--- config.mk ---
export PLATFORM = sky130hd
export DESIGN_NAME = regfile_writeback_ctrl
export DESIGN_NICKNAME = d
export VERILOG_FILES = /design/src/rtl/regfile_writeback_ctrl.sv
export SDC_FILE = /design/constraint.sdc
export NUM_CORES = 1
export LEC_CHECK = 0
export CAP_MARGIN = 20
export CORE_MARGIN = 2
export CORE_UTILIZATION = 36
export CTS_BUF_LIST = sky130_fd_sc_hd__clkbuf_8 sky130_fd_sc_hd__clkbuf_16
export DETAILED_ROUTE_END_ITERATION = 10
export PLACE_DENSITY = 0.76
export SLEW_MARGIN = 20
export SYNTH_ARGS = -nofsm -noshare
export SYNTH_HDL_FRONTEND = slang
export SYNTH_SLANG_ARGS = --single-unit
export TNS_END_PERCENT = 50
--- constraint.sdc ---
create_clock -name clk -period 5.07 [get_ports clk]
set_clock_uncertainty 0.15 [all_clocks]
set_input_delay 0.7605 -clock clk [delete_from_list [all_inputs] [get_ports clk]]
set_output_delay 0.7605 -clock clk [all_outputs]
set_load 0.005 [all_outputs]
--- src/rtl/regfile_writeback_ctrl.sv ---
// Register file write side: ALU/load writeback arbitration, registered write port, busy scoreboard.
// Optional macro WB_BYPASS_EN: clear busy on the accept edge and expose rf_wdata forwarding hits.
module regfile_writeback_ctrl #(
    parameter int XLEN   = 32,
    parameter int REG_AW = 5
) (
    input  logic              clk,
    input  logic              reset_n,
    input  logic              issue_valid,
    input  logic [REG_AW-1:0] issue_rd,
    output logic              issue_ready,
    input  logic [REG_AW-1:0] rs1,
    input  logic [REG_AW-1:0] rs2,
    output logic              rs1_busy,
    output logic              rs2_busy,
    input  logic              alu_valid,
    input  logic [REG_AW-1:0] alu_rd,
    input  logic [XLEN-1:0]   alu_data,
    output logic              alu_ready,
    input  logic              ld_valid,
    input  logic [REG_AW-1:0] ld_rd,
    input  logic [XLEN-1:0]   ld_data,
    output logic              ld_ready,
    output logic              rf_we,
    output logic [REG_AW-1:0] rf_rd,
    output logic [XLEN-1:0]   rf_wdata,
    output logic              wb_err,
    output logic              rs1_fwd_hit,
    output logic              rs2_fwd_hit
);
    localparam int NREG = 1 << REG_AW;

    logic [NREG-1:0]   r_busy;
    logic              r_ld_last;   // 1: load won the most recent tie
    logic              r_we;
    logic [REG_AW-1:0] r_rd;
    logic [XLEN-1:0]   r_wdata;
    logic              r_err;

    logic              w_acc;
    logic [REG_AW-1:0] w_rd;
    logic [XLEN-1:0]   w_data;
    logic [NREG-1:0]   w_set;
    logic [NREG-1:0]   w_clr;
    logic [NREG-1:0]   w_busy_nxt;

    // A lone valid source always wins; on a tie the source that lost last time wins.
    assign alu_ready = alu_valid && (!ld_valid || r_ld_last);
    assign ld_ready  = ld_valid && (!alu_valid || !r_ld_last);
    assign w_acc     = alu_ready || ld_ready;
    assign w_rd      = alu_ready ? alu_rd : ld_rd;
    assign w_data    = alu_ready ? alu_data : ld_data;

    assign issue_ready = (issue_rd == '0) || !r_busy[issue_rd];
    assign rs1_busy    = r_busy[rs1];
    assign rs2_busy    = r_busy[rs2];

`ifdef WB_BYPASS_EN
    assign rs1_fwd_hit = r_we && (r_rd == rs1) && (rs1 != '0);
    assign rs2_fwd_hit = r_we && (r_rd == rs2) && (rs2 != '0);
`else
    assign rs1_fwd_hit = 1'b0;
    assign rs2_fwd_hit = 1'b0;
`endif

    always_comb begin
        w_set = '0;
        w_clr = '0;
        if (issue_valid && issue_ready && (issue_rd != '0))
            w_set[issue_rd] = 1'b1;
`ifdef WB_BYPASS_EN
        if (w_acc)
            w_clr[w_rd] = 1'b1;
`else
        if (r_we)
            w_clr[r_rd] = 1'b1;
`endif
        // Set after clear so a same-edge issue keeps the register busy; x0 never busy.
        w_busy_nxt = ((r_busy & ~w_clr) | w_set) & {{(NREG-1){1'b1}}, 1'b0};
    end

    always_ff @(posedge clk or negedge reset_n) begin
        if (!reset_n) begin
            r_busy    <= '0;
            r_ld_last <= 1'b1;
            r_we      <= 1'b0;
            r_rd      <= '0;
            r_wdata   <= '0;
            r_err     <= 1'b0;
        end else begin
            r_busy <= w_busy_nxt;
            r_we   <= w_acc && (w_rd != '0);
            if (w_acc) begin
                r_rd    <= w_rd;
                r_wdata <= w_data;
                if ((w_rd != '0) && !r_busy[w_rd])
                    r_err <= 1'b1;
            end
            if (alu_valid && ld_valid)
                r_ld_last <= ld_ready;
        end
    end

    assign rf_we    = r_we;
    assign rf_rd    = r_rd;
    assign rf_wdata = r_wdata;
    assign wb_err   = r_err;
endmodule

==> run summary, run 1 <==
peak supply drop: 0.000169 V
clock slew at reported path FFs: 0.06 ns
number of synthesized flops with an enable pin: 0
NumNets Final: 633
die area: 12800 sq um
Fmax achieved: 224 MHz
clock tree sinks: 71
cell taking the most area after synthesis: dfrtp_1
dominant synthesized flop cell: dfrtp_1
Ys Warns: 0
vias in the first global route: 4256
CTS H-tree depth: 3
vias: 4161
RePlAce Congestion: 0.924
router iterations before antenna repair: 9
FF-to-FF setup slack: 2.30 ns
Critical Path RT: 4.16 ns
chip width: 113 um
crit path launch type: input port
wire per inst: 21.7 um
post-synthesis async set-or-reset flop share: 100%
r2r worst-path depth: 7
layout cell share with drive strength beyond 1: 12.7%
final-report hold violation count: 0
WS Path Type: input port to output port
Static Leak: 2.30 nW
most frequent cells in the layout: clkdlybuf4s50_1 (136), nor2_1 (74), dfrtp_1 (70)
worst skew pair latency: 0.33 ns
gr usage total: 23.8%
Synth top area share: 41.0%
Core Box Area: 11500 sq um
initial core utilization: 37.1%
Clock Tree Buf Depth: 2
vias per cell: 6.06
io pins: 140
DP Wirelength: 10.8 mm
post-CTS resize count: 0
total power: 2.74 mW
Mean Syn Cell Area: 10.3 sq um
Seq cells post-synth: 71
largest net degree at the start of global routing: 60
Area Growth Syn to Fin: 41.1%
Crit. End Element: output port
Antenna Cells: 0
cts hold-fix bufs: 0
Final Core Density: 52.4%
drt total wl: 14.9 mm
final period utilization: 88.2%
failing checks: design-rule violations
unrepaired setup endpoints after global routing: false
final std cells w/o fill: 687
Setup Viol. Count Final: 0
outcome: complete, but fails checks
Max Cap Viol: 0
Crit Path Max Fanout: 14
post-synth cell types: 48
antenna viol nets, final: 0
row cnt: 39
Port Buffer Count: 137
initial antenna violation count: 0
synthesized instance count: 416
pwr/cell area: 453 nW/um^2
placed insts: 671
CTS tree: yes
Worst slew margin: 48.0%
Hold Path Class: input port to asynchronous set/reset pin
setup_tns: 0 ns
WP data arrival: 3.56 ns
DR iter-0 viols: 466
sequential-to-total area share from yosys stat: 41.6%
residual DRC count: 6
post-CTS setup buffer count: 0
first-pass GRT wire length: 23.4 mm
reg2reg end: wb_err
most common cell after layout, fill and taps aside: clkdlybuf4s50_1
die height: 113 um
Reg2Reg Launch Point: r_ld_last
Least-Margin Pin Slew: 0.780 ns
largest cells by area after synthesis: dfrtp_1 (41%), mux4_2 (18%), nor2_1 (6.5%)
Final Max Tran Viols: 0
Root Driver: clkbuf_16
cts bufs inserted: 9
Post-Syn Area: 4280 sq um
total grt overflow: 0
Tmin final: 4.47 ns
## flip-flops by register name (all words and copies together), names as in the netlist
register	cells
rf_we	1
r_busy	31
wb_err	1
rf_wdata	32
r_ld_last	1
rf_rd	5
## how the worst max path moves through the flow
stage,end,startpoint,slack [ns]
6_report,issue_ready,issue_rd[0],0.60
5_1_grt,issue_ready,issue_rd[0],0.45
4_1_cts,issue_ready,issue_rd[0],0.62
3_5_place_dp,issue_ready,issue_rd[0],0.63
3_3_place_gp,issue_ready,issue_rd[0],0.70
2_1_floorplan,rs1_busy,rs1[0],1.71
## stage by stage
stage	area, sq um	setup slack (ns)	hold slack [ns]
3_5_place_dp	5730	0.632	0.358
3_3_place_gp	5730	0.702	0.349
4_1_cts	6030	0.620	0.151
6_report	6030	0.600	0.150
2_1_floorplan	4280	1.71	0.315
5_1_grt	6030	0.452	0.168
## cells by family after synthesis
family                    after synthesis  synth area share, %
AOI/OAI and AO/OA                     121                 16.5
xor gates and xnor gates                1                0.205
buffers and inverters                  39                 3.72
DFF                                    71                 41.6
muxes                                  54                 23.2
other                                   1               0.0877
and+or+nand+nor                       129                 14.7
## synthesized netlist by cell type (4+ instances only)
cell,number
a21oi_1,7
and3_1,4
clkbuf_1,22
dfrtp_1,70
inv_1,8
mux2_1,4
mux2_2,5
mux2i_1,9
mux4_2,35
nand2_1,12
nand3_1,5
nand3b_1,11
nor2_1,74
nor3b_1,4
o21ai_0,34
o21ai_1,30
o22ai_1,35
or3_1,5
## area by class of cell
| type | count | area [sq um] |
|---|---|---|
| inverters | 10 | 37.5 |
| repair buffers | 140 | 1390 |
| clock buffers | 11 | 253 |
| well taps | 143 | 179 |
| fillers | 1036 | 5480 |
| flip-flops and latches | 71 | 1780 |
| clock inverters | 5 | 56.3 |
| multi-input cells | 307 | 2340 |
## layer usage
metal  up-vias  global-route usage, %  wire length [um]
met5         -                      0                 0
met2       267                   37.8              7230
met3        33                   6.48              1510
li1       1821                      -                 -
met4         0                   9.35               374
met1      2040                   31.3              5810
## worst max-delay path, stage by stage
cell and delay (ns):
clkdlybuf4s50_1 0.94, mux4_2 0.61, a32oi_1 0.23, o221ai_2 0.16, nor3b_1 0.29, clkdlybuf4s50_1 0.55
## report_power, final
group | leakage (nW) | switching, mW | total (mW) | internal (mW)
Clock | 0.152 | 0.244 | 0.650 | 0.407
Combinational | 1.34 | 0.397 | 1.00 | 0.608
Sequential | 0.808 | 0.320 | 1.08 | 0.761
Total | 2.30 | 0.961 | 2.74 | 1.78
Note: power is estimated with default switching activity, not from simulation.
==> run 2, diff against run 1 <==
--- a/config.mk
+++ b/config.mk
@@ -11,7 +11,7 @@
 export CTS_BUF_LIST = sky130_fd_sc_hd__clkbuf_8 sky130_fd_sc_hd__clkbuf_16
 export DETAILED_ROUTE_END_ITERATION = 10
 export PLACE_DENSITY = 0.76
-export SLEW_MARGIN = 20
+export SLEW_MARGIN = 25
 export SYNTH_ARGS = -nofsm -noshare
 export SYNTH_HDL_FRONTEND = slang
 export SYNTH_SLANG_ARGS = --single-unit
==> results of run 2 <==
The final DEF is identical to that of run 1; final timing and power are the same.
==> run 3, diff against run 2 <==
--- a/config.mk
+++ b/config.mk
@@ -11,7 +11,7 @@
 export CTS_BUF_LIST = sky130_fd_sc_hd__clkbuf_8 sky130_fd_sc_hd__clkbuf_16
 export DETAILED_ROUTE_END_ITERATION = 10
 export PLACE_DENSITY = 0.76
-export SLEW_MARGIN = 25
+export SLEW_MARGIN = 15
 export SYNTH_ARGS = -nofsm -noshare
 export SYNTH_HDL_FRONTEND = slang
 export SYNTH_SLANG_ARGS = --single-unit
==> results of run 3 <==
The final DEF is identical to that of run 1; final timing and power are the same.
